### src/rtl/hack_boot_pkg.sv
// Shared constants for the Hack boot sequencer: widths, FSM state encoding
// and the order in which fields appear in the incoming image stream.
package hack_boot_pkg;

  localparam int BYTE_W = 8;
  localparam int WORD_W = 16;
  localparam int LEN_W  = 16;

  localparam logic [3:0] S_IDLE   = 4'd0;
  localparam logic [3:0] S_LEN_HI = 4'd1;
  localparam logic [3:0] S_LEN_LO = 4'd2;
  localparam logic [3:0] S_DAT_HI = 4'd3;
  localparam logic [3:0] S_DAT_LO = 4'd4;
  localparam logic [3:0] S_CSUM   = 4'd5;
  localparam logic [3:0] S_HOLD   = 4'd6;
  localparam logic [3:0] S_RUN    = 4'd7;
  localparam logic [3:0] S_ERR    = 4'd8;

  // Stream layout: length field, then word pairs, then one checksum byte.
  localparam logic [3:0] FIELD_FIRST = S_LEN_HI;
  localparam logic [3:0] FIELD_WORD  = S_DAT_HI;
  localparam logic [3:0] FIELD_LAST  = S_CSUM;

  function automatic logic is_rx_state(input logic [3:0] s);
    return (s == S_LEN_HI) || (s == S_LEN_LO) || (s == S_DAT_HI) ||
           (s == S_DAT_LO) || (s == S_CSUM);
  endfunction

  function automatic logic is_busy_state(input logic [3:0] s);
    return (s >= S_LEN_HI) && (s <= S_HOLD);
  endfunction

endpackage

### src/rtl/hack_boot_ctrl_word_asm.sv
// Byte-pair to 16-bit word assembler with a running mod-256 checksum of
// every accepted data byte.
module boot_word_asm
  import hack_boot_pkg::*;
(
  input  logic              clk,
  input  logic              rst_n,
  input  logic              clear,
  input  logic              accept,
  input  logic              hi_lo,
  input  logic [BYTE_W-1:0] byte_in,
  output logic [WORD_W-1:0] word,
  output logic [BYTE_W-1:0] checksum
);

  logic [BYTE_W-1:0] hi_q, hi_d;
  logic [BYTE_W-1:0] sum_q, sum_d;

  always_comb begin
    hi_d  = hi_q;
    sum_d = sum_q;
    if (clear) begin
      sum_d = '0;
    end else if (accept) begin
      sum_d = sum_q + byte_in;
      if (hi_lo) hi_d = byte_in;
    end
  end

  always_ff @(posedge clk or negedge rst_n) begin
    if (!rst_n) begin
      hi_q  <= '0;
      sum_q <= '0;
    end else begin
      hi_q  <= hi_d;
      sum_q <= sum_d;
    end
  end

  // The low byte is taken straight from the input so the word is ready on the accept edge.
  assign word     = {hi_q, byte_in};
  assign checksum = sum_q;

endmodule

### src/rtl/hack_boot_ctrl.sv
// Hack CPU boot sequencer: receives a length-prefixed image over a byte
// handshake, writes it into instruction ROM, checks it, then releases the CPU.
module hack_boot_ctrl
  import hack_boot_pkg::*;
#(
  parameter int ROM_AW     = 15,
  parameter int RESET_HOLD = 4
) (
  input  logic              clk,
  input  logic              reset,
  input  logic [BYTE_W-1:0] rx_data,
  input  logic              rx_valid,
  output logic              rx_ready,
  input  logic              start,
  output logic              rom_we,
  output logic [ROM_AW-1:0] rom_addr,
  output logic [WORD_W-1:0] rom_wdata,
  output logic              cpu_reset,
  output logic              busy,
  output logic              done,
  output logic              err
);

  localparam int CNT_W  = ROM_AW + 1;
  localparam int HOLD_W = (RESET_HOLD > 1) ? $clog2(RESET_HOLD) : 1;
  localparam logic [LEN_W:0] MAX_LEN = (LEN_W + 1)'(1) << ROM_AW;

  logic [3:0]        state_q, state_d;
  logic [LEN_W-1:0]  len_q, len_d;
  logic [CNT_W-1:0]  cnt_q, cnt_d;
  logic [HOLD_W-1:0] hold_q, hold_d;
  logic              rom_we_q, rom_we_d;
  logic [ROM_AW-1:0] rom_addr_q, rom_addr_d;
  logic [WORD_W-1:0] rom_wdata_q, rom_wdata_d;
  logic              cpu_reset_q, cpu_reset_d;
  logic              busy_q, busy_d;
  logic              done_q, done_d;
  logic              err_q, err_d;

  logic              accept;
  logic [LEN_W:0]    len_full;
  logic [LEN_W:0]    cnt_inc;
  logic [WORD_W-1:0] asm_word;
  logic [BYTE_W-1:0] asm_sum;

  assign rx_ready = is_rx_state(state_q);
  assign accept   = rx_valid && rx_ready;
  assign len_full = {1'b0, len_q[LEN_W-1:BYTE_W], rx_data};
  assign cnt_inc  = (LEN_W + 1)'(cnt_q) + (LEN_W + 1)'(1);

  boot_word_asm u_asm (
    .clk      (clk),
    .rst_n    (reset),
    .clear    (state_q == S_IDLE),
    .accept   (accept && ((state_q == S_DAT_HI) || (state_q == S_DAT_LO))),
    .hi_lo    (state_q == S_DAT_HI),
    .byte_in  (rx_data),
    .word     (asm_word),
    .checksum (asm_sum)
  );

  always_comb begin
    state_d     = state_q;
    len_d       = len_q;
    cnt_d       = cnt_q;
    hold_d      = hold_q;
    rom_we_d    = 1'b0;
    rom_addr_d  = rom_addr_q;
    rom_wdata_d = rom_wdata_q;
    case (state_q)
      S_IDLE: begin
        cnt_d   = '0;
        state_d = FIELD_FIRST;
      end
      S_LEN_HI: if (accept) begin
        len_d   = {rx_data, len_q[BYTE_W-1:0]};
        state_d = S_LEN_LO;
      end
      S_LEN_LO: if (accept) begin
        len_d   = {len_q[LEN_W-1:BYTE_W], rx_data};
        state_d = ((len_full == '0) || (len_full > MAX_LEN)) ? S_ERR : FIELD_WORD;
      end
      S_DAT_HI: if (accept) state_d = S_DAT_LO;
      S_DAT_LO: if (accept) begin
        rom_we_d    = 1'b1;
        rom_addr_d  = cnt_q[ROM_AW-1:0];
        rom_wdata_d = asm_word;
        cnt_d       = cnt_q + CNT_W'(1);
        state_d     = (cnt_inc == {1'b0, len_q}) ? FIELD_LAST : FIELD_WORD;
      end
      S_CSUM: if (accept) begin
        hold_d  = '0;
        state_d = (rx_data == asm_sum) ? S_HOLD : S_ERR;
      end
      S_HOLD: begin
        if (hold_q == HOLD_W'(RESET_HOLD - 1)) state_d = S_RUN;
        else                                   hold_d  = hold_q + HOLD_W'(1);
      end
      S_RUN:   if (start) state_d = S_IDLE;
      S_ERR:   if (start) state_d = S_IDLE;
      default: state_d = S_IDLE;
    endcase
  end

  // Status outputs are registered from the next state so cpu_reset never glitches.
  always_comb begin
    cpu_reset_d = (state_d != S_RUN);
    busy_d      = is_busy_state(state_d);
    done_d      = (state_d == S_RUN);
    err_d       = (state_d == S_ERR);
  end

  always_ff @(posedge clk or negedge reset) begin
    if (!reset) begin
      state_q     <= S_IDLE;
      len_q       <= '0;
      cnt_q       <= '0;
      hold_q      <= '0;
      rom_we_q    <= 1'b0;
      rom_addr_q  <= '0;
      rom_wdata_q <= '0;
      cpu_reset_q <= 1'b1;
      busy_q      <= 1'b0;
      done_q      <= 1'b0;
      err_q       <= 1'b0;
    end else begin
      state_q     <= state_d;
      len_q       <= len_d;
      cnt_q       <= cnt_d;
      hold_q      <= hold_d;
      rom_we_q    <= rom_we_d;
      rom_addr_q  <= rom_addr_d;
      rom_wdata_q <= rom_wdata_d;
      cpu_reset_q <= cpu_reset_d;
      busy_q      <= busy_d;
      done_q      <= done_d;
      err_q       <= err_d;
    end
  end

  assign rom_we    = rom_we_q;
  assign rom_addr  = rom_addr_q;
  assign rom_wdata = rom_wdata_q;
  assign cpu_reset = cpu_reset_q;
  assign busy      = busy_q;
  assign done      = done_q;
  assign err       = err_q;

endmodule

### config.mk
export PLATFORM = sky130hd
export DESIGN_NAME = hack_boot_ctrl
export DESIGN_NICKNAME = d
export VERILOG_FILES = /design/src/rtl/hack_boot_pkg.sv /design/src/rtl/hack_boot_ctrl_word_asm.sv /design/src/rtl/hack_boot_ctrl.sv
export SDC_FILE = /design/constraint.sdc
export NUM_CORES = 1
export LEC_CHECK = 0
export ABC_AREA = 0
export CAP_MARGIN = 20
export CORE_ASPECT_RATIO = 0.75
export CORE_MARGIN = 1.5
export CORE_UTILIZATION = 60
export DETAILED_ROUTE_END_ITERATION = 10
export PLACE_DENSITY = 0.89
export SKIP_LAST_GASP = 1
export SLEW_MARGIN = 20
export SYNTH_ARGS = -nofsm -noshare
export SYNTH_HDL_FRONTEND = slang
export SYNTH_HIERARCHICAL = 1
export SYNTH_SLANG_ARGS = --single-unit
export TNS_END_PERCENT = 20
### constraint.sdc
create_clock -name clk -period 4.05 [get_ports clk]
set_input_delay 0.6075 -clock clk [delete_from_list [all_inputs] [get_ports clk]]
set_output_delay 0.6075 -clock clk [all_outputs]
set_load 0.01 [all_outputs]
* Word-level counts from Yosys, hierarchy flattened *
Index checks and enable logic that the tools add are counted.

operators by class
  add/subtract/negate cells = 4
  magnitude comparators = 3
  equal/unequal tests = 17
  mux-type cells = 23
  bitwise operators = 3
  reductions and logical operators = 21

operator list
  cell                                                                   count
  16-bit one-hot mux with 2 select lines                                 2
  4-bit two-way mux                                                      9
  16-bit two-way mux                                                     2
  4-bit one-hot mux with 8 select lines                                  1
  8-bit two-way mux                                                      3
  4-bit by 3-bit == test with 1-bit output, second input constant        5
  16-bit by 1-bit adder with 17-bit output, second input constant        1
  17-bit by 16-bit == test with 1-bit output                             1
  17-bit logical NOT                                                     1
  16-bit by 1-bit adder with 16-bit output, second input constant        1
  16-bit greater-than comparator, second input constant                  1
  3-bit AND reduction                                                    4
  8-bit adder                                                            1
  4-bit by 2-bit == test with 1-bit output, second input constant        2
  4-bit == test, second input constant                                   2
  8-bit == test                                                          1
  1-bit logical OR                                                       6
  2-bit inequality test, second input constant                           3
  2-bit nonzero test                                                     3
  4-bit by 1-bit == test with 1-bit output, second input constant        1
  4-bit by 1-bit >= comparator with 1-bit output, second input constant  1
  4-bit by 3-bit <= comparator with 1-bit output, second input constant  1
  4-bit logical NOT                                                      1
  2-bit two-way mux                                                      2
  10 further kinds                                                       16

storage, ports and cells
  flip-flop bits (word level) = 90
  bits of input ports = 12
  output and inout bits = 37
  logic and storage cells = 85

* Depth between registers and ports, before layout *
Gate-level depths: netlist of the first run.

  depth in word-level cells = 10
  gate-level depth with buffers = 10
  mapped depth without buffers = 8

* Modules after synthesis *
Netlist of the first run, hierarchy kept.

modules (own cells, without submodules)
  module          times used  cells an instance  area an instance (sq um)  seq. area each (sq um)
  hack_boot_ctrl  1           463                4021.4                    1853.0
  boot_word_asm   1           92                 1009.7                    400.4

* Least setup slack after synthesis of the first run *
No wires, ideal clock.

  kind = flip-flop to flip-flop
  from = reg cnt_q[9]
  to = reg state_q[1]
  library setup time = 0.119 ns
  arrival time = 2.291 ns
  required time = 3.931 ns
  setup slack = 1.640 ns
  stages on the path, launching flop included = 8
  buffers on the path = 1
  period minus slack after synthesis = 2.410 ns
  path through = dfrtp_1 clkbuf_2 nand4_4 nor4_1 xor2_1 o311a_1 or4_4 a21bo_1

on the way
  cells in the longest elaborated chain, start to end = 5

ends and longest elaborated chain
  what                                        line                   text
  start, declared                             hack_boot_ctrl.sv:30   logic [CNT_W-1:0] cnt_q, cnt_d;
  start signal, assigned                      hack_boot_ctrl.sv:129  cnt_q <= cnt_d;
  16-bit by 1-bit adder with 17-bit output    hack_boot_ctrl.sv:49   assign cnt_inc = (LEN_W + 1)'(cnt_q) + (LEN_W + 1)'(1);
  17-bit by 16-bit == test with 1-bit output  hack_boot_ctrl.sv:89   state_d = (cnt_inc == {1'b0, len_q}) ? FIELD_LAST : FIELD_WORD;
  3-bit two-way mux                           hack_boot_ctrl.sv:89
  4-bit two-way mux                           hack_boot_ctrl.sv:84   S_DAT_LO: if (accept) begin
  4-bit one-hot mux with 8 select lines       hack_boot_ctrl.sv:70   case (state_q)
  net state_d[1]                              hack_boot_ctrl.sv:28   logic [3:0] state_q, state_d;
  end signal, assigned                        hack_boot_ctrl.sv:127  state_q <= state_d;
  end, declared                               hack_boot_ctrl.sv:28

The timed path passes the listed nets, and every way through them passes these cells.
A chain may end at the register's enable or synchronous reset.

* Worst setup path in the final report of the first run *
  from = reg cnt_q[0]
  to = reg state_q[1]

The elaborated chain is that of the path after synthesis.

==> results of run 1 <==
[state kept, by name (all words and copies together), names as in the netlist, 2 cells and up]
name / count
state_q: 4
cnt_q: 16
len_q: 16
rom_wdata: 16
u_asm/hi_q: 8
u_asm/checksum: 8
rom_addr: 15
hold_q: 2
[stage by stage]
| step | worst slack, ns | utilization [%] |
|---|---|---|
| floorplan | 1.64 | - |
| global placement | 1.16 | 67.7 |
| detailed placement | 1.10 | 67.7 |
| CTS | 1.05 | 69.7 |
| global route | 0.809 | 69.7 |
| finish | 1.00 | 69.7 |
[Yosys cell counts (3+ instances only)]
library cell	instances	area, um^2
a211oi_1	4	30.0
a21o_1	4	30.0
a21oi_1	15	75.1
a31oi_1	8	50.1
and3_1	6	37.5
buf_1	5	18.8
buf_2	7	35.0
buf_4	13	97.6
clkbuf_1	15	56.3
dfrtp_1	89	2230
ha_1	9	113
inv_1	5	18.8
mux2_2	17	191
mux2i_1	5	50.1
nand2_1	140	526
nand2b_1	5	31.3
nand3_1	16	80.1
nand3b_1	5	37.5
nand4_1	8	50.1
nor2_1	27	101
nor2b_1	3	18.8
nor3_1	8	40.0
nor4_1	9	56.3
o211ai_1	5	37.5
o21ai_0	32	160
o31ai_1	5	37.5
or3_1	4	25.0
xnor2_1	23	201
xor2_1	7	61.3
[power groups by stage]
| stage | clock network, mW | logic (mW) | registers (mW) |
|---|---|---|---|
| global route | 0.582 | 1.38 | 1.42 |
| floorplan | 0 | 0.866 | 1.34 |
| finish | 0.539 | 1.27 | 1.39 |
| global placement | 0 | 1.20 | 1.39 |
| CTS | 0.548 | 1.25 | 1.39 |
| detailed placement | 0 | 1.25 | 1.40 |
[routing by layer]
layer  global-route usage [%]  vias to the layer above  wire length, um
met5                        0                        -                0
met4                     10.3                        0              242
met3                     7.22                       34              995
met2                     44.1                      197             5380
met1                     39.9                     1975             5400
li1                         -                     1960                -
[cell type report]
class                           instances  share of cell area (%)
Clock buffer                            9                    2.21
Sequential cell                        90                    40.3
Timing Repair Buffer                   52                    9.08
Tap cell                              105                    2.35
Clock inverter                          5                   0.604
Multi-Input combinational cell        414                    45.0
Inverter                                7                   0.470
[worst paths after layout]
kind,from,to,depth (start not counted)
worst max register to register,cnt_q[0],state_q[1],7
worst max-delay path,cnt_q[0],state_q[1],7
max in group asynchronous,reset,len_q[3],2
worst min register to register,rom_addr[10],rom_addr[10],2
min in group clk,rom_addr[10],rom_addr[10],2
worst min-delay path,reset,rom_addr[6],1
[kinds of logic after synthesis]
kind of cell	after synthesis
AOI/OAI and AO/OA	99
xor gates and xnor gates	30
and+or+nand+nor	252
buffers and inverters	51
muxes	23
DFF	90
adders and majority gates	10
[critical path, delay by kind of cell, from the launching register on]
family                     cells  cell delay, ns
adders and majority gates      1            0.43
DFF                            1            0.54
AOI/OAI and AO/OA              2            0.55
and+or+nand+nor                3            1.26
xor gates and xnor gates       1            0.15
==> flow_summary.json, run 1 <==
{
  "status": "finished, final reports clean",
  "synth_edf_count": 0,
  "r2r_slack_ns": 1.00,
  "antenna_cells": 0,
  "crit_required_ns": 4.32,
  "rows": 28,
  "vias": 4166,
  "grt_max_degree": 66,
  "synth_mux_area_share_pct": 5.10,
  "routedWlPerCell_um": 17.6,
  "via_per_inst": 6.11,
  "crit_type": "register to register",
  "dp_hpwl_um": 8260,
  "grt_pass1_vias": 3857,
  "tightest_slew_ns": 0.848,
  "worstPathCellList": "ha_1, nand3_2, nor4_1, xor2_1, o311a_1, or4_4, a21bo_1",
  "cts_hold_buf": 0,
  "power_leakage_nw": 2.50,
  "gp_congestion": 0.951,
  "max_freq_ghz": 0.328,
  "drtPass1Iterations": 5,
  "hp-class": "input port to asynchronous set/reset pin",
  "layout_common_cells": "140 x nand2_1, 89 x dfrtp_1, 47 x clkdlybuf4s50_1",
  "setup_violations": 0,
  "final_nets": 596,
  "layout.cells.non_filler": 682,
  "synth_xor_area_share_pct": 5.22,
  "grt_pass1_wl_um": 19400,
  "p_clk_share_pct": 16.9,
  "synthSimpleGateAreaFrac_pct": 23.9,
  "cts_sinks": 90,
  "min_period_ns": 3.05,
  "dieArea_um2": 8950,
  "avgSynthCellArea_um2": 9.07,
  "boundaryPins": 49,
  "post_cts_buffers": 0,
  "synth_cell_types": 73,
  "finalWirelength_um": 12000,
  "yosys_most_used_dff": "dfrtp_1",
  "slew_headroom_pct": 43.2,
  "seq_area_um2": 2250,
  "ant_nets": 0,
  "port-buffer-count": 48,
  "overflow": 0,
  "syn_nets": 577,
  "synth_top_family_by_area": "simple AND/OR/NAND/NOR gates",
  "fin_tns_setup_ns": 0,
  "skew_ns": 0.0106,
  "intPower_mw": 1.96,
  "tritoncts": "built",
  "peakVddDrop_uv": 351,
  "die_y_um": 82.3,
  "dp_cells": 668,
  "power.share.switching_pct": 38.7,
  "p_sw_mw": 1.24,
  "tritoncts.num_buffers": 9,
  "finalPower_mw": 3.20,
  "placed_area_um2": 5440,
  "cp.arrival_ns": 3.32,
  "num-fill-cells": 623,
  "initial_core_util_pct": 62.7,
  "crit_path_top_delay_cell": "dfrtp_1",
  "synth-compound-area-share_pct": 13.0,
  "layout_commonest_cell": "nand2_1",
  "hold_viol": 0,
  "clockRootBuffer": "clkbuf_8",
  "grtUsageTotal_pct": 28.7,
  "synth_warnings": 6,
  "worst_setup_hold_path_clk_slew_ns": 0.09,
  "synth_seq_cells": 90,
  "whs_ns": 0.321,
  "pwr-share-comb_pct": 39.6,
  "startpoint_type": "register",
  "yosysSeqAreaShare_pct": 44.8,
  "max_stage_delay_ns": 0.54,
  "design_area_um2": 5590,
  "coreArea_um2": 8020,
  "synth_adder_area_share_pct": 2.64,
  "die_w_um": 109,
  "cts_resized": 0,
  "drv_slew": 0,
  "syn_inst": 555,
  "worst_skew_pair.late_latency_ns": 0.38,
  "p_per_area_nw_per_um2": 572,
  "grt_antenna_before_repair": 0,
  "worst-path-max-fanout": 11,
  "syn_to_final_growth_pct": 11.2,
  "maxCapViolations": 0,
  "synth.cell_area_um2": 5030,
  "worstSetupEndpointType": "register",
  "multiInputGateArea_um2": 2520,
  "drive_gt1_share_pct": 9.36,
  "seqPwrFrac_pct": 43.5,
  "cts_max_path_buffers": 2,
  "ys_async_sr_fraction_pct": 100,
  "drc_errors": 0,
  "post-route-period-util_pct": 75.2,
  "cts_htree_levels": 3,
  "rsz0062_at_grt": "no",
  "first_iter_violations": 367
}
Power figures use the tool's default switching activity.
==> run 2, diff against run 1 <==
- CORE_UTILIZATION: 60 -> 58
- PLACE_DENSITY: 0.89 -> 0.87
- clock period: 4.05 -> 2.87 ns (I/O delays scaled with it)
==> run 2 against run 1 <==
  * Power grew 59%
  * Die area grew 3.3%
  * Critical path type unchanged
  * Critical endpoint unchanged
  * Flip-flop and latch count is the same
  * Critical path depth unchanged
  * Setup slack worse by 0.80 ns
  * Register-to-register slack got worse by 0.80 ns
  * Non-clock buffer count rose by 9
==> flow_summary.json, run 2 (synthesized netlist as in run 1, its figures left out) <==
{
  "status": "finished, final reports clean",
  "post_cts_buffers": 0,
  "tritoncts.num_buffers": 9,
  "boundaryPins": 49,
  "tightest_slew_ns": 0.865,
  "crit_family": "simple AND/OR/NAND/NOR gates",
  "cp.arrival_ns": 2.89,
  "grt_antenna_before_repair": 0,
  "port-buffer-count": 48,
  "rsz0062_at_grt": "no",
  "crit_type": "register to register",
  "crit_required_ns": 3.10,
  "cts_htree_levels": 3,
  "r2r_start": "cnt_q[0]",
  "skew_ns": 0.00843,
  "drc_errors": 0,
  "max_freq_ghz": 0.376,
  "cp_num_buf_inv": 0,
  "drv_slew": 0,
  "drtPass1Iterations": 5,
  "drive_gt1_share_pct": 10.9,
  "overflow": 0,
  "hold_viol": 0,
  "startpoint_type": "register",
  "grt_max_degree": 53,
  "layout_commonest_cell": "nand2_1",
  "worstSetupEndpointType": "register",
  "worst_setup_hold_path_clk_slew_ns": 0.06,
  "gp_congestion": 0.925,
  "worst_skew_pair.late_latency_ns": 0.34,
  "utilization_pct": 69.2,
  "max_stage_delay_ns": 0.54,
  "grt_pass1_wl_um": 20500,
  "coreArea_um2": 8450,
  "hp-class": "input port to asynchronous set/reset pin",
  "cts_sinks": 90,
  "finalWirelength_um": 12400,
  "layout_common_cells": "140 x nand2_1, 89 x dfrtp_1, 47 x clkdlybuf4s50_1",
  "worst-path-max-fanout": 11,
  "die_y_um": 83.7,
  "first_iter_violations": 453,
  "p_per_area_nw_per_um2": 868,
  "dieArea_um2": 9250,
  "final_nets": 605,
  "via_per_inst": 6.20,
  "post-route-period-util_pct": 92.7,
  "cts_hold_buf": 0,
  "cts_resized": 0,
  "initial_core_util_pct": 59.5,
  "grt_pass1_vias": 4060,
  "crit_path_top_delay_cell": "dfrtp_1",
  "worstPathCellList": "ha_1, nand3_2, or3_1, a2111oi_2, o211ai_1, or4_4, a21bo_1",
  "antenna_cells": 0,
  "cts_max_path_buffers": 2,
  "power_leakage_nw": 2.64,
  "clockRootBuffer": "clkbuf_16",
  "fin_tns_setup_ns": 0,
  "setup_violations": 0,
  "min_period_ns": 2.66,
  "finalPower_mw": 5.08,
  "worstReg2RegEnd": "state_q[1]",
  "peakVddDrop_uv": 523,
  "maxCapViolations": 0,
  "grtUsageTotal_pct": 27.7,
  "routedWlPerCell_um": 17.9,
  "r2r_slack_ns": 0.21,
  "rr_worst_depth": 7,
  "die_w_um": 111,
  "tritoncts": "built",
  "rows": 29,
  "slew_headroom_pct": 42.1,
  "syn_to_final_growth_pct": 16.3,
  "dp_hpwl_um": 8530,
  "ant_nets": 0,
  "vias": 4315
}
[run 2: layout make-up]
type	instances	area (um^2)
Fill cell	661	2610
Multi-Input combinational cell	414	2520
Sequential cell	90	2250
Timing Repair Buffer	61	588
Clock buffer	12	256
Tap cell	108	135
Clock inverter	4	73.8
Inverter	7	26.3
[run 2: stage by stage]
stage | hold WS [ns] | instances | setup slack (ns) | cell area, um^2
2_1_floorplan | 0.135 | 555 | 0.460 | 5030
5_1_grt | 0.0965 | 696 | 0.0618 | 5850
3_3_place_gp | 0.434 | 680 | 0.319 | 5520
6_report | 0.0639 | 696 | 0.210 | 5850
3_5_place_dp | 0.441 | 680 | 0.211 | 5520
4_1_cts | 0.0825 | 696 | 0.228 | 5850
[run 2: worst max-delay path by stage]
stage | cells past startpoint | endpoint | slack [ns] | start
floorplan | 7 | state_q[1] | 0.46 | cnt_q[9]
global placement | 8 | u_asm/checksum[6] | 0.32 | rx_data[0]
detailed placement | 8 | u_asm/checksum[4] | 0.21 | rx_data[0]
CTS | 7 | state_q[1] | 0.23 | cnt_q[0]
global route | 7 | state_q[1] | 0.06 | cnt_q[0]
finish | 7 | state_q[1] | 0.21 | cnt_q[0]
[run 2: power breakdown]
part	internal [mW]	switching, mW
Clock	0.810	0.471
Combinational	0.857	0.954
Sequential	1.62	0.367
Total	3.28	1.79
[run 2: routing by layer]
| metal | track usage [%] | vias up | routed length (um) |
|---|---|---|---|
| li1 | - | 1979 | - |
| met1 | 38.4 | 2068 | 5350 |
| met2 | 42.1 | 235 | 5690 |
| met3 | 8.42 | 33 | 1160 |
| met4 | 8.16 | 0 | 232 |
| met5 | 0 | - | 0 |
[run 2: worst reg2reg max path, cell delays in order (launching register included)]
cell and delay [ns]:
dfrtp_1 0.54, ha_1 0.25, nand3_2 0.14, or3_1 0.41, a2111oi_2 0.39, o211ai_1 0.14, or4_4 0.51, a21bo_1 0.18
==> run 3, diff against run 2 <==
- GPL_TIMING_DRIVEN: default -> 0
==> run 3 against run 2 <==
  * Clock power shrank 15%
  * Flip-flop and latch count is the same
  * Worst hold slack lost 0.033 ns
  * Sequential power shrank 5%
  * Combinational power grew 6%
  * Design area grew 1.6%
  * Count of clock-buffer cells in the layout shrank 2
  * Critical path depth is the same
  * Power shrank 3.4%
  * Routed wire length grew 1.6%
  * Non-clock buffer count grew 32
  * Largest cell class unchanged
==> flow_summary.json, run 3 (synthesized netlist as in run 1, its figures left out) <==
{
  "die_y_um": 83.7,
  "drtPass1Iterations": 5,
  "dp_slack_ns": -0.0417,
  "cts_hold_buf": 0,
  "die_w_um": 111,
  "worst-path-max-fanout": 10,
  "routedWlPerCell_um": 17.4,
  "power_leakage_nw": 2.70,
  "cp_num_buf_inv": 3,
  "antenna_cells": 0,
  "rows": 29,
  "boundaryPins": 49,
  "initial_core_util_pct": 59.5,
  "min_period_ns": 2.74,
  "crit_required_ns": 3.14,
  "grtUsageMet3_pct": 6.61,
  "crit_type": "register to register",
  "crit_path_top_delay_cell": "buf_1",
  "status": "finished, final reports clean",
  "drv_slew": 0,
  "worstSetupEndpointType": "register",
  "drc_errors": 0,
  "overflow": 0,
  "grt_max_degree": 58,
  "cp.arrival_ns": 3.01,
  "clockRootBuffer": "clkbuf_16",
  "grt_pass1_wl_um": 21300,
  "dieArea_um2": 9250,
  "startpoint_type": "register",
  "top_usage_layer": "met2",
  "gp_congestion": 0.931,
  "post_cts_buffers": 0,
  "worst_setup_hold_path_clk_slew_ns": 0.06,
  "grtUsageTotal_pct": 28.8,
  "use_met1_pct": 40.2,
  "r2r_slack_ns": 0.13,
  "hp-class": "input port to asynchronous set/reset pin",
  "tightest_slew_ns": 0.670,
  "dp_hpwl_um": 8880,
  "max_freq_ghz": 0.365,
  "max_stage_delay_ns": 0.50,
  "design_area_um2": 5940,
  "grt_antenna_before_repair": 0,
  "post-route-period-util_pct": 95.5,
  "tritoncts": "built",
  "first_iter_violations": 384,
  "cts_htree_levels": 3,
  "ant_nets": 0,
  "placed_area_um2": 5670,
  "slew_headroom_pct": 54.9,
  "skew_ns": 0.00677,
  "syn_to_final_growth_pct": 18.1,
  "rr_worst_depth": 7,
  "layout_common_cells": "140 x nand2_1, 89 x dfrtp_1, 47 x clkdlybuf4s50_1",
  "via_per_inst": 6.00,
  "fin_ws_ns": 0.129,
  "port-buffer-count": 48,
  "grt_pass1_vias": 4283,
  "final_nets": 637,
  "cp_num_cells": 7,
  "worstReg2RegEnd": "cnt_q[15]",
  "maxCapViolations": 0,
  "cts_max_path_buffers": 2,
  "grtUsageMet2_pct": 44.3,
  "worstPathCellList": "clkbuf_1, nor2b_1, nand3_1, inv_2, buf_1, o21ai_0, a31oi_1",
  "finalWirelength_um": 12600,
  "tritoncts.num_buffers": 9,
  "hold_viol": 0,
  "cts_resized": 0,
  "setup_violations": 0,
  "p_per_area_nw_per_um2": 825,
  "crit_family": "buffers and inverters",
  "r2r_start": "state_q[3]",
  "peakVddDrop_uv": 702,
  "rsz0062_at_grt": "no",
  "worst_skew_pair.late_latency_ns": 0.35,
  "layout_commonest_cell": "nand2_1",
  "cts_sinks": 90,
  "coreArea_um2": 8450,
  "drive_gt1_share_pct": 12.1,
  "vias": 4362
}
run 3: cell count changes in the layout (fill, tap and decap cells not counted), moves of 2 or more:
| cell | delta |
|---|---|
| buf_6 | +2 |
| clkbuf_2 | +2 |
| clkinv_2 | +2 |
| buf_2 | +7 |
| buf_1 | +5 |
| bufinv_16 | -2 |
| clkbuf_1 | +14 |
run 3: how the worst max path moves through the flow:
stage | to | slack (ns) | startpoint
6_report | cnt_q[15] | 0.13 | state_q[3]
5_1_grt | cnt_q[15] | 0.01 | state_q[3]
4_1_cts | state_q[1] | 0.19 | cnt_q[0]
3_5_place_dp | cnt_q[15] | -0.04 | rx_valid
3_3_place_gp | u_asm/checksum[2] | -1.85 | reset
2_1_floorplan | state_q[1] | 0.46 | cnt_q[9]
run 3: area by class of cell:
type / instances / area (um^2)
Tap cell: 108 / 135
Timing Repair Buffer: 49 / 505
Clock buffer: 10 / 239
Buffer: 44 / 240
Inverter: 7 / 26.3
Clock inverter: 5 / 31.3
Fill cell: 656 / 2510
Sequential cell: 90 / 2250
Multi-Input combinational cell: 414 / 2510
run 3: where the power goes:
group,internal (mW),switching (mW),leakage [nW]
Sequential,1.62,0.272,1.19
Combinational,0.889,1.03,1.37
Clock,0.602,0.492,0.134
Total,3.11,1.80,2.70
run 3: metrics by stage:
stage	setup TNS, ns	power (mW)	hold slack (ns)	utilization, %	cells
3_3_place_gp	-164.86	3.69	0.444	66.8	711
3_5_place_dp	-0.0417	3.79	0.416	67.1	712
2_1_floorplan	0	3.11	0.135	-	555
5_1_grt	0	5.20	0.0694	70.3	727
4_1_cts	0	4.90	0.0470	70.3	727
6_report	0	4.90	0.0314	70.3	727
run 3: metal layers:
layer / vias to the layer above / routed length (um)
met1: 2129 / 5890
met3: 27 / 772
met4: 0 / 276
met5: - / 0
li1: 2048 / -
met2: 158 / 5690
